File: src/rtl/prog_sequencer_if.sv
// Instruction-memory access bundle: loader byte stream, CPU fetch port and
// the shared instruction memory write/address lines.
interface prog_sequencer_if #(
    parameter int AW = 4,
    parameter int DW = 8
);
    logic          ld_valid;
    logic [DW-1:0] ld_data;
    logic          ld_last;
    logic          ld_ready;
    logic          fetch_req;
    logic [AW-1:0] fetch_addr;
    logic          fetch_gnt;
    logic [AW-1:0] imem_addr;
    logic          imem_we;
    logic [DW-1:0] imem_din;

    modport slave (
        input  ld_valid, ld_data, ld_last, fetch_req, fetch_addr,
        output ld_ready, fetch_gnt, imem_addr, imem_we, imem_din
    );

    modport master (
        output ld_valid, ld_data, ld_last, fetch_req, fetch_addr,
        input  ld_ready, fetch_gnt, imem_addr, imem_we, imem_din
    );
endinterface

File: src/rtl/prog_sequencer.sv
// Shares the instruction memory port between the program loader and the CPU
// fetch stage, and gates CPU execution with run / halt / single-step control.
module prog_sequencer #(
    parameter int AW = 4,
    parameter int DW = 8
) (
    input  logic          clk,
    input  logic          rst,
    input  logic          load_start,
    input  logic          run_req,
    input  logic          halt_req,
    input  logic          step_req,
    input  logic          instr_done,
    prog_sequencer_if.slave bus,
    output logic          cpu_en,
    output logic [AW:0]   load_count,
    output logic [1:0]    state_o,
    output logic          err_ovf
);
    typedef enum logic [1:0] {
        ST_IDLE = 2'd0,
        ST_LOAD = 2'd1,
        ST_RUN  = 2'd2,
        ST_STEP = 2'd3
    } state_t;

    localparam logic [AW-1:0] WPTR_MAX = {AW{1'b1}};

    state_t        state_r;
    logic [AW-1:0] wptr_r;
    logic [AW:0]   load_count_r;
    logic          err_ovf_r;
    logic          halt_pend_r;
    logic          load_pend_r;
    logic          ld_ready_r;
    logic          cpu_en_r;

    logic          accept_s;
    logic          exec_s;
    logic [AW-1:0] imem_addr_s;
    logic          imem_we_s;
    logic [DW-1:0] imem_din_s;
    logic          fetch_gnt_s;

    assign accept_s = bus.ld_valid & ld_ready_r;
    assign exec_s   = (state_r == ST_RUN) || (state_r == ST_STEP);

    // Memory port mux: CPU owns the address while executing, loader otherwise.
    always_comb begin
        imem_addr_s = wptr_r;
        imem_we_s   = 1'b0;
        imem_din_s  = {DW{1'b0}};
        fetch_gnt_s = 1'b0;
        if (exec_s) begin
            imem_addr_s = bus.fetch_addr;
            fetch_gnt_s = bus.fetch_req;
        end else begin
            imem_we_s  = accept_s;
            imem_din_s = ld_ready_r ? bus.ld_data : {DW{1'b0}};
        end
    end

    // Sequencer FSM with its pointers, pending requests and registered outputs.
    always_ff @(posedge clk or negedge rst) begin
        if (!rst) begin
            state_r      <= ST_IDLE;
            wptr_r       <= {AW{1'b0}};
            load_count_r <= {(AW+1){1'b0}};
            err_ovf_r    <= 1'b0;
            halt_pend_r  <= 1'b0;
            load_pend_r  <= 1'b0;
            ld_ready_r   <= 1'b0;
            cpu_en_r     <= 1'b0;
        end else begin
            case (state_r)
                ST_IDLE: begin
                    if (load_start) begin
                        state_r      <= ST_LOAD;
                        wptr_r       <= {AW{1'b0}};
                        load_count_r <= {(AW+1){1'b0}};
                        err_ovf_r    <= 1'b0;
                        ld_ready_r   <= 1'b1;
                    end else if (run_req) begin
                        state_r     <= ST_RUN;
                        cpu_en_r    <= 1'b1;
                        halt_pend_r <= 1'b0;
                        load_pend_r <= 1'b0;
                    end else if (step_req) begin
                        state_r     <= ST_STEP;
                        cpu_en_r    <= 1'b1;
                        halt_pend_r <= 1'b0;
                        load_pend_r <= 1'b0;
                    end else begin
                        state_r <= ST_IDLE;
                    end
                end
                ST_LOAD: begin
                    if (accept_s) begin
                        // The pointer saturates: an upload ends at the last slot at the latest.
                        wptr_r       <= (wptr_r == WPTR_MAX) ? wptr_r
                                        : wptr_r + {{(AW-1){1'b0}}, 1'b1};
                        load_count_r <= load_count_r + {{AW{1'b0}}, 1'b1};
                        if (bus.ld_last) begin
                            state_r    <= ST_IDLE;
                            ld_ready_r <= 1'b0;
                        end else if (wptr_r == WPTR_MAX) begin
                            state_r    <= ST_IDLE;
                            ld_ready_r <= 1'b0;
                            err_ovf_r  <= 1'b1;
                        end else begin
                            state_r <= ST_LOAD;
                        end
                    end else begin
                        state_r <= ST_LOAD;
                    end
                end
                ST_RUN, ST_STEP: begin
                    if (instr_done && (load_pend_r || load_start)) begin
                        state_r      <= ST_LOAD;
                        wptr_r       <= {AW{1'b0}};
                        load_count_r <= {(AW+1){1'b0}};
                        err_ovf_r    <= 1'b0;
                        ld_ready_r   <= 1'b1;
                        cpu_en_r     <= 1'b0;
                        halt_pend_r  <= 1'b0;
                        load_pend_r  <= 1'b0;
                    end else if (instr_done && ((state_r == ST_STEP) || halt_pend_r || halt_req)) begin
                        state_r     <= ST_IDLE;
                        cpu_en_r    <= 1'b0;
                        halt_pend_r <= 1'b0;
                        load_pend_r <= 1'b0;
                    end else begin
                        // Halt only matters in free-run; a step already stops by itself.
                        halt_pend_r <= halt_pend_r | (halt_req && (state_r == ST_RUN));
                        load_pend_r <= load_pend_r | load_start;
                    end
                end
                default: begin
                    state_r    <= ST_IDLE;
                    ld_ready_r <= 1'b0;
                    cpu_en_r   <= 1'b0;
                end
            endcase
        end
    end

    assign bus.ld_ready  = ld_ready_r;
    assign bus.fetch_gnt = fetch_gnt_s;
    assign bus.imem_addr = imem_addr_s;
    assign bus.imem_we   = imem_we_s;
    assign bus.imem_din  = imem_din_s;
    assign cpu_en        = cpu_en_r;
    assign load_count    = load_count_r;
    assign state_o       = state_r;
    assign err_ovf       = err_ovf_r;
endmodule

File: src/flat_wrapper.sv
// flat-port wrapper written by rule: the top's interface ports become plain ports
module prog_sequencer_flat 
#(
    parameter int AW = 4,
    parameter int DW = 8
)
  (clk, rst, load_start, run_req, halt_req, step_req, instr_done, cpu_en, load_count, state_o, err_ovf, bus_ld_valid, bus_ld_data, bus_ld_last, bus_fetch_req, bus_fetch_addr, bus_ld_ready, bus_fetch_gnt, bus_imem_addr, bus_imem_we, bus_imem_din);
  prog_sequencer_if #(.AW(AW), .DW(DW)) bus_i ();
  input  logic clk;
  input  logic rst;
  input  logic load_start;
  input  logic run_req;
  input  logic halt_req;
  input  logic step_req;
  input  logic instr_done;
  output logic cpu_en;
  output logic [AW:0] load_count;
  output logic [1:0] state_o;
  output logic err_ovf;
  input wire logic [$bits(bus_i.ld_valid)-1:0] bus_ld_valid;
  input wire logic [$bits(bus_i.ld_data)-1:0] bus_ld_data;
  input wire logic [$bits(bus_i.ld_last)-1:0] bus_ld_last;
  input wire logic [$bits(bus_i.fetch_req)-1:0] bus_fetch_req;
  input wire logic [$bits(bus_i.fetch_addr)-1:0] bus_fetch_addr;
  output wire logic [$bits(bus_i.ld_ready)-1:0] bus_ld_ready;
  output wire logic [$bits(bus_i.fetch_gnt)-1:0] bus_fetch_gnt;
  output wire logic [$bits(bus_i.imem_addr)-1:0] bus_imem_addr;
  output wire logic [$bits(bus_i.imem_we)-1:0] bus_imem_we;
  output wire logic [$bits(bus_i.imem_din)-1:0] bus_imem_din;
  assign bus_i.ld_valid = bus_ld_valid;
  assign bus_i.ld_data = bus_ld_data;
  assign bus_i.ld_last = bus_ld_last;
  assign bus_i.fetch_req = bus_fetch_req;
  assign bus_i.fetch_addr = bus_fetch_addr;
  assign bus_ld_ready = bus_i.ld_ready;
  assign bus_fetch_gnt = bus_i.fetch_gnt;
  assign bus_imem_addr = bus_i.imem_addr;
  assign bus_imem_we = bus_i.imem_we;
  assign bus_imem_din = bus_i.imem_din;
  prog_sequencer #(.AW(AW), .DW(DW)) u_core (.clk(clk), .rst(rst), .load_start(load_start), .run_req(run_req), .halt_req(halt_req), .step_req(step_req), .instr_done(instr_done), .bus(bus_i), .cpu_en(cpu_en), .load_count(load_count), .state_o(state_o), .err_ovf(err_ovf));
endmodule
File: config.mk
export PLATFORM = sky130hd
export DESIGN_NAME = prog_sequencer_flat
export DESIGN_NICKNAME = d
export VERILOG_FILES = /design/src/rtl/prog_sequencer_if.sv /design/src/rtl/prog_sequencer.sv /design/src/flat_wrapper.sv
export SDC_FILE = /design/constraint.sdc
export NUM_CORES = 1
export LEC_CHECK = 0
export CAP_MARGIN = 15
export CELL_PAD_IN_SITES_DETAIL_PLACEMENT = 0
export CELL_PAD_IN_SITES_GLOBAL_PLACEMENT = 1
export CORE_MARGIN = 2
export CORE_UTILIZATION = 31
export DETAILED_ROUTE_END_ITERATION = 16
export PLACE_DENSITY_LB_ADDON = 0.1
export SYNTH_ARGS = -nofsm -noshare
export SYNTH_HDL_FRONTEND = slang
export SYNTH_SLANG_ARGS = --single-unit
File: constraint.sdc
create_clock -name clk -period 3.7 [get_ports clk]
set_clock_uncertainty 0.1 [all_clocks]
set_input_delay 0.74 -clock clk [delete_from_list [all_inputs] [get_ports clk]]
set_output_delay 0.74 -clock clk [all_outputs]
set_load 0.03 [all_outputs]
==> results of run 1 <==
==> final cells by class <==
class	count	area, um2	share of cell area
tap	44	55.1	0.0369
sequential	16	400	0.268
multi-input combinational	88	551	0.369
inverter	2	7.51	0.00503
clock buffer	3	22.5	0.0151
timing repair buffer	46	458	0.307
==> layer usage <==
metal,part of all wire,vias up
met5,0,-
met4,0.0056,0
met3,0.030,2
met1,0.45,455
met2,0.51,16
li1,-,490
==> power by group <==
part / internal [mW] / total [mW] / switching [mW]
clock: 0.0377 / 0.0882 / 0.0506
sequential: 0.242 / 0.321 / 0.0789
combinational: 0.292 / 0.663 / 0.372
==> through the flow <==
step / cells / area [um2] / hold WS, ns / util
after global routing: 199 / 1490 / 0.432 / 0.489
after global placement: 196 / 1470 / 0.372 / 0.482
after detailed placement: 196 / 1470 / 0.393 / 0.482
after floorplan: 112 / 987 / 0.344 / -
after CTS: 199 / 1490 / 0.406 / 0.489
final: 199 / 1490 / 0.390 / 0.489
==> worst max-delay path by stage <==
stage,startpoint,to,slack [ns],cells past startpoint
6_report,u_core.state_o[1],bus_imem_din[4],0.83,3
5_1_grt,u_core.state_o[1],bus_imem_din[5],0.68,3
4_1_cts,u_core.state_o[1],bus_imem_din[6],0.79,3
3_5_place_dp,bus_fetch_addr[0],bus_imem_addr[0],0.85,3
3_3_place_gp,bus_fetch_addr[3],bus_imem_addr[3],0.87,4
2_1_floorplan,u_core.state_o[1],bus_imem_addr[3],1.25,3
==> sequential cells by signal, summed over array words and instances, names as in the netlist <==
register	count
u_core.wptr_r	4
u_core.err_ovf	1
u_core.halt_pend_r	1
u_core.bus.ld_ready	1
u_core.cpu_en	1
u_core.load_count	5
u_core.load_pend_r	1
u_core.state_o	2
==> cell families after synthesis <==
kind of cell | Yosys count
compound gates | 36
fa+ha+maj | 2
buf+inv | 8
flops | 16
mux | 4
simple gates | 46
==> cell usage after synthesis, drive strengths merged <==
cell | n | area, um2
a21boi | 1 | 7.51
and3 | 2 | 12.5
a21oi | 4 | 20.0
inv | 2 | 7.51
a22o | 3 | 26.3
nor3 | 2 | 15.0
nor2b | 4 | 25.0
buf | 6 | 28.8
nand2b | 5 | 31.3
nor2 | 4 | 15.0
nor4 | 1 | 6.26
or2 | 1 | 6.26
o22ai | 2 | 12.5
mux2 | 3 | 33.8
nand3 | 5 | 25.0
nand2 | 9 | 33.8
dfrtp | 16 | 400
o21a | 1 | 7.51
a22oi | 1 | 7.51
o22a | 1 | 8.76
ha | 2 | 25.0
o31ai | 10 | 75.1
o21ai | 13 | 65.1
mux2i | 1 | 10.0
and2 | 13 | 81.3
==> cell usage in the layout, fill, tap and decap left out <==
master                            count
sky130_fd_sc_hd__o21ai_0              9
sky130_fd_sc_hd__buf_4                1
sky130_fd_sc_hd__a22oi_1              1
sky130_fd_sc_hd__a22o_1               3
sky130_fd_sc_hd__mux2i_1              1
sky130_fd_sc_hd__dfrtp_1             16
sky130_fd_sc_hd__and2_1              13
sky130_fd_sc_hd__nor3_1               1
sky130_fd_sc_hd__nor2b_1              4
sky130_fd_sc_hd__a21boi_0             1
sky130_fd_sc_hd__nor4_1               1
sky130_fd_sc_hd__o21ai_1              4
sky130_fd_sc_hd__ha_1                 2
sky130_fd_sc_hd__o22a_1               1
sky130_fd_sc_hd__or2_1                1
sky130_fd_sc_hd__nor2_1               4
sky130_fd_sc_hd__clkdlybuf4s50_1     45
sky130_fd_sc_hd__nand2_1              9
sky130_fd_sc_hd__mux2_2               3
sky130_fd_sc_hd__nand3_1              5
sky130_fd_sc_hd__and3_1               2
sky130_fd_sc_hd__inv_1                2
sky130_fd_sc_hd__clkbuf_4             3
sky130_fd_sc_hd__a21oi_1              4
sky130_fd_sc_hd__nor3_2               1
sky130_fd_sc_hd__nand2b_1             5
sky130_fd_sc_hd__o21a_1               1
sky130_fd_sc_hd__o31ai_1             10
sky130_fd_sc_hd__o22ai_1              2
==> results.md, run 1 <==
* Initial cell density of the core at 0.323
* Slew Limit Headroom at 0.475
* First-pass GRT wire length at 4300 um
* Post-layout min period at roughly 2.9 ns
* Fraction of final layout cells with drive strength greater than 1 at 0.0516
* Worst slack at placement at approximately 0.85 ns
* Most Used Layer, Global Route: met2
* Final Slew Violations at 0
* Xor and xnor area share after synthesis at 0
* Sequential element share of the synthesized area at 0.406
* Power per cell area at ~720 nW/um2
* Total of warnings raised by yosys at 0
* Achievable frequency at 349 MHz
* Syn Inst Count at between 100 and 150
* Largest family of logic cells by synthesized area: simple AND/OR/NAND/NOR gates
* Tot GR Track Use at 0.154
* Detailed-route wire length at between 2000 and 3000 um
* Startpoint of the lowest-slack hold path: u_core.load_count[4]
* Count of maximum capacitance violations at 0
* Worst reg2reg path depth at 3
* Final TNS setup at 0 ns
* Register-to-register setup slack at ~1.7 ns
* CTS Root Cell: sky130_fd_sc_hd__clkbuf_4
* Layout overhead on the synthesized area at 51.3%
* Final setup viols at 0
* Die area at about 3700 um2
* Row cnt at 20
* Hold Buf Count CTS at 0
* Class of the most critical hold timing path: flop to flop
* DRC violations left at 0
* Htree depth at 1
* Count of instances resized after the clock tree is built at 0
* # nets final at ~180
* GRT met1 Usage at 0.213
* Post-synthesis share of cell area spent on and, or, nand and nor gates at 0.255
* Routed wirelength normalized by instance count at approximately 13 um
* Post-synthesis instance area at between 900 and 1000 um2
* Antenna diode count at 0
* Number of buffers added by the clock tree synthesis step at 3
* GR Overflow Total at 0
* CP max stage delay at ~0.67 ns
* Setup slack after layout at 0.833 ns
* Post-CTS Setup Inserts at 0
* Met3 track demand over resource in global routing at 0.0405
* Post-DRT Antenna Nets at 0
* Vertical die dimension at between 60 and 70 um
* Result of the run: completed
* Syn nets at between 100 and 150
* Number of sinks on the clock net at 16
* Die W at around 60 um
* Count of buffers from port buffering at 45
* Static leakage power at 0.596 nW
* Clock tree from TritonCTS: done
* Kind of cell adding the most delay to the critical path: buffers and inverters
* Clock Pin Slew Worst Setup and Hold Paths at around 0.090 ns
* Iteration-0 DRC count of the detailed router at 39
* Largest buffer count on any clock path at 2
* FF-to-FF End: u_core.wptr_r[3]
* Crit Path Class: flop to output port
* Adder-cell area share of the yosys netlist at 0.0253
* Fraction of the mapped netlist area in compound gates at 0.233
* Cell with the largest stage delay on the worst path: sky130_fd_sc_hd__clkdlybuf4s50_1
* Total power at between 1 and 1.5 mW
* WHS Endpoint: u_core.load_count[4]
* Placeable core region at about 3100 um2
* Share of the clock period used by the worst path after layout at 0.775
* Multiplexer area fraction after synthesis at 0.0444
* #FFs+latches synth at 16
* WP data required at about 2.9 ns
* Reg-to-reg startpoint: u_core.state_o[0]
* Final HPWL DP at about 1900 um
* Mapped Avg Cell Area at ~8.8 um2
* Worst setup SP type: flop
* Worst VDD drop at 0.275 mV
* CP cell instances: nor2b_1 > and2_1 > clkdlybuf4s50_1
* Placer Congestion at about 0.74
* Layout fillers at 314
* Data arrival time at the worst-slack endpoint at slightly above 2 ns
* Worst slew pin tran at 0.785 ns
* Top Ports at 46
* Met2 usage in global routing at 0.248
* Number of cells traversed by the worst hold path at 1
* Vias per Instance at between 4 and 5
* Hold Vio Cnt, Final at 0
* Type of element capturing the critical path: output port
* Drt first pass iters at 4
* Number of global-route vias before repair at between 900 and 1000
* Setup repair after global routing missed its margin: false
* Number of buffers and inverters on the critical path at 1
* Initial antenna violation count at 0
* Skew-Pair Late Insertion Delay at 0.28 ns
* Distinct cell type count of the synthesized netlist at 28
* Total via count after detailed routing at just under 1000
* Crit-path max FO at 9
* Largest net degree at the start of global routing at 17
Power figures use the tool's default switching activity.
==> run 2, diff against run 1 <==
Settings changed: CORE_UTILIZATION 31 to 29.
Clock period 3.7 ns to 2.94 ns, I/O delays scaled along.
==> results.md, run 2 (same netlist as run 1, synthesis figures left out) <==
* Count of buffers from port buffering at 45 (unchanged)
* CP cell instances: nor2b_1 > and2_1 > clkdlybuf4s50_1 (unchanged)
* Crit Path Class: flop to output port (unchanged)
* Final setup viols at 0 (unchanged)
* Type of element capturing the critical path: output port (unchanged)
* Placeable core region at 3310 um2 (was 3050 um2)
* Fraction of the core area covered by cells at the end of the flow at 0.457 (was 0.489)
* Clock tree from TritonCTS: done (unchanged)
* Hold Buf Count CTS at 0 (unchanged)
* Fraction of final layout cells with drive strength greater than 1 at 0.0637 (was 0.0516)
* CTS Root Cell: sky130_fd_sc_hd__clkbuf_4 (unchanged)
* Worst reg2reg path depth at 4 (was 3)
* Worst VDD drop at 0.501 mV (was 0.275 mV)
* Number of global-route vias before repair at 918 (was 908)
* Final cell count without fillers at 203 (was 199)
* Final HPWL DP at 2040 um (was 1900 um)
* Post-CTS Setup Inserts at 0 (unchanged)
* Reg-to-reg startpoint: u_core.state_o[1] (was u_core.state_o[0])
* Placed insts at 200 (was 196)
* Antenna diode count at 0 (unchanged)
* Number of buffers and inverters on the critical path at 1 (unchanged)
* Row cnt at 21 (was 20)
* Number of sinks on the clock net at 16 (unchanged)
* Footprint of the flip-flops and latches at 400 um2 (unchanged)
* Tot GR Track Use at 0.139 (was 0.154)
* Count of instances resized after the clock tree is built at 0 (unchanged)
* Setup repair after global routing missed its margin: false (unchanged)
* CP max stage delay at 0.68 ns (was 0.67 ns)
* Multi-input gate area at 551 um2 (unchanged)
* Post-DRT Antenna Nets at 0 (unchanged)
* Placer Congestion at 0.798 (was 0.738)
* Power per cell area at 917 nW/um2 (was 718 nW/um2)
* Finished layout cell area at 1510 um2 (was 1490 um2)
* WP data required at 2.25 ns (was 2.86 ns)
* Top Ports at 46 (unchanged)
* Kind of cell adding the most delay to the critical path: buffers and inverters (unchanged)
* Clock Pin Slew Worst Setup and Hold Paths at 0.10 ns (was 0.09 ns)
* Count of maximum capacitance violations at 0 (unchanged)
* Crit-path max FO at 9 (unchanged)
* Die W at 62.3 um (was 60.4 um)
* Total via count after detailed routing at 1001 (was 963)
* Number of buffers added by the clock tree synthesis step at 3 (unchanged)
* Class of the most critical hold timing path: flop to flop (unchanged)
* Vertical die dimension at 62.3 um (was 60.4 um)
* Largest net degree at the start of global routing at 17 (unchanged)
* Iteration-0 DRC count of the detailed router at 29 (was 39)
* Worst slew pin tran at 0.762 ns (was 0.785 ns)
* Register-to-register setup slack at 1.09 ns (was 1.72 ns)
* Most frequent standard cell in the layout excluding fill and tap cells: sky130_fd_sc_hd__clkdlybuf4s50_1 (unchanged)
* Initial antenna violation count at 0 (unchanged)
* Final TNS setup at 0 ns (unchanged)
* First-pass GRT wire length at 4470 um (was 4300 um)
* Data arrival time at the worst-slack endpoint at 2.06 ns (was 2.03 ns)
* Layout fillers at 350 (was 314)
* FF-to-FF End: u_core.wptr_r[0] (was u_core.wptr_r[3])
* Initial cell density of the core at 0.298 (was 0.323)
* GR Overflow Total at 0 (unchanged)
* # nets final at 183 (was 181)
* Drt first pass iters at 3 (was 4)
* Startpoint of the lowest-slack hold path: u_core.load_count[4] (unchanged)
* Die area at 3890 um2 (was 3650 um2)
* Htree depth at 1 (unchanged)
* Skew-Pair Late Insertion Delay at 0.29 ns (was 0.28 ns)
* Achievable frequency at between 300 and 400 MHz
* WHS Endpoint: u_core.load_count[4] (unchanged)
* Largest buffer count on any clock path at 2 (unchanged)
* Routed wirelength normalized by instance count at 13.0 um (was 12.6 um)
* Vias per Instance at 4.93 (was 4.84)
* Hold Vio Cnt, Final at 0 (unchanged)
* Most used cells in the layout excluding fill and tap cells: sky130_fd_sc_hd__clkdlybuf4s50_1 (45), sky130_fd_sc_hd__dfrtp_1 (16), sky130_fd_sc_hd__and2_1 (13), sky130_fd_sc_hd__o31ai_1 (10) (unchanged)
* Detailed-route wire length at 2640 um (was 2500 um)
* DP Area at 1490 um2 (was 1470 um2)
* Static leakage power at 0.604 nW (was 0.596 nW)
* Worst setup SP type: flop (unchanged)
* Share of the clock period used by the worst path after layout at 0.934
* Cell with the largest stage delay on the worst path: sky130_fd_sc_hd__clkdlybuf4s50_1 (unchanged)
* Number of cells traversed by the worst hold path at 1 (unchanged)
* Max reg flops at 5 (unchanged)
* Post-layout min period at roughly 2.7 ns
* Slew Limit Headroom at 0.490 (was 0.475)
* Layout overhead on the synthesized area at 53.1% (was 51.3%)
* DRC violations left at 0 (unchanged)
* Final Slew Violations at 0 (unchanged)
* Result of the run: completed (unchanged)
[run 2: worst max-delay path by stage]
stage | from | to | slack [ns] | depth (start not counted)
detailed placement | bus_fetch_addr[3] | bus_imem_addr[3] | 0.39 | 4
global route | u_core.state_o[1] | bus_imem_din[7] | 0.05 | 3
CTS | u_core.state_o[1] | bus_imem_din[3] | 0.14 | 3
finish | u_core.state_o[1] | bus_imem_din[3] | 0.19 | 3
floorplan | u_core.state_o[1] | bus_imem_addr[3] | 0.64 | 3
global placement | bus_fetch_addr[3] | bus_imem_addr[3] | 0.40 | 4
[run 2: final cells by class]
type	count	area share
clock buffers	3	0.0149
well taps	46	0.0381
repair buffers	48	0.313
flip-flops and latches	16	0.265
inverters	2	0.00497
multi-input cells	88	0.364
[run 2: stage by stage]
step                hold WS, ns  total power, mW  setup WS, ns
global placement          0.375             1.26         0.398
CTS                       0.391             1.40         0.137
floorplan                 0.192            0.940         0.638
detailed placement        0.377             1.28         0.389
global route              0.425             1.50        0.0524
finish                    0.388             1.39         0.193
[run 2: layer usage]
layer	GRT usage	up-vias	part of all wire
met5	0	-	0
met1	0.184	488	0.45
li1	-	493	-
met4	0.0167	0	0.0068
met3	0.0362	2	0.040
met2	0.236	18	0.50
[run 2: power breakdown]
part | total, mW | internal, mW | switching (mW)
combinational | 0.862 | 0.386 | 0.476
clock | 0.117 | 0.0475 | 0.0698
sequential | 0.406 | 0.304 | 0.102
total | 1.39 | 0.738 | 0.648
[run 2: worst reg2reg max path, delay by kind of cell (launching register included)]
kind                   cells  cell delay [ns]
AND/OR/NAND/NOR            2             0.64
buffers and inverters      1             0.24
AO/OA/AOI/OAI              1             0.26
flip-flops                 1             0.50
==> run 3, diff against run 2 <==
Settings changed: TNS_END_PERCENT set to 1.
==> results of run 3 <==
Same layout as run 2: the final DEF is identical, and so are final timing and power.
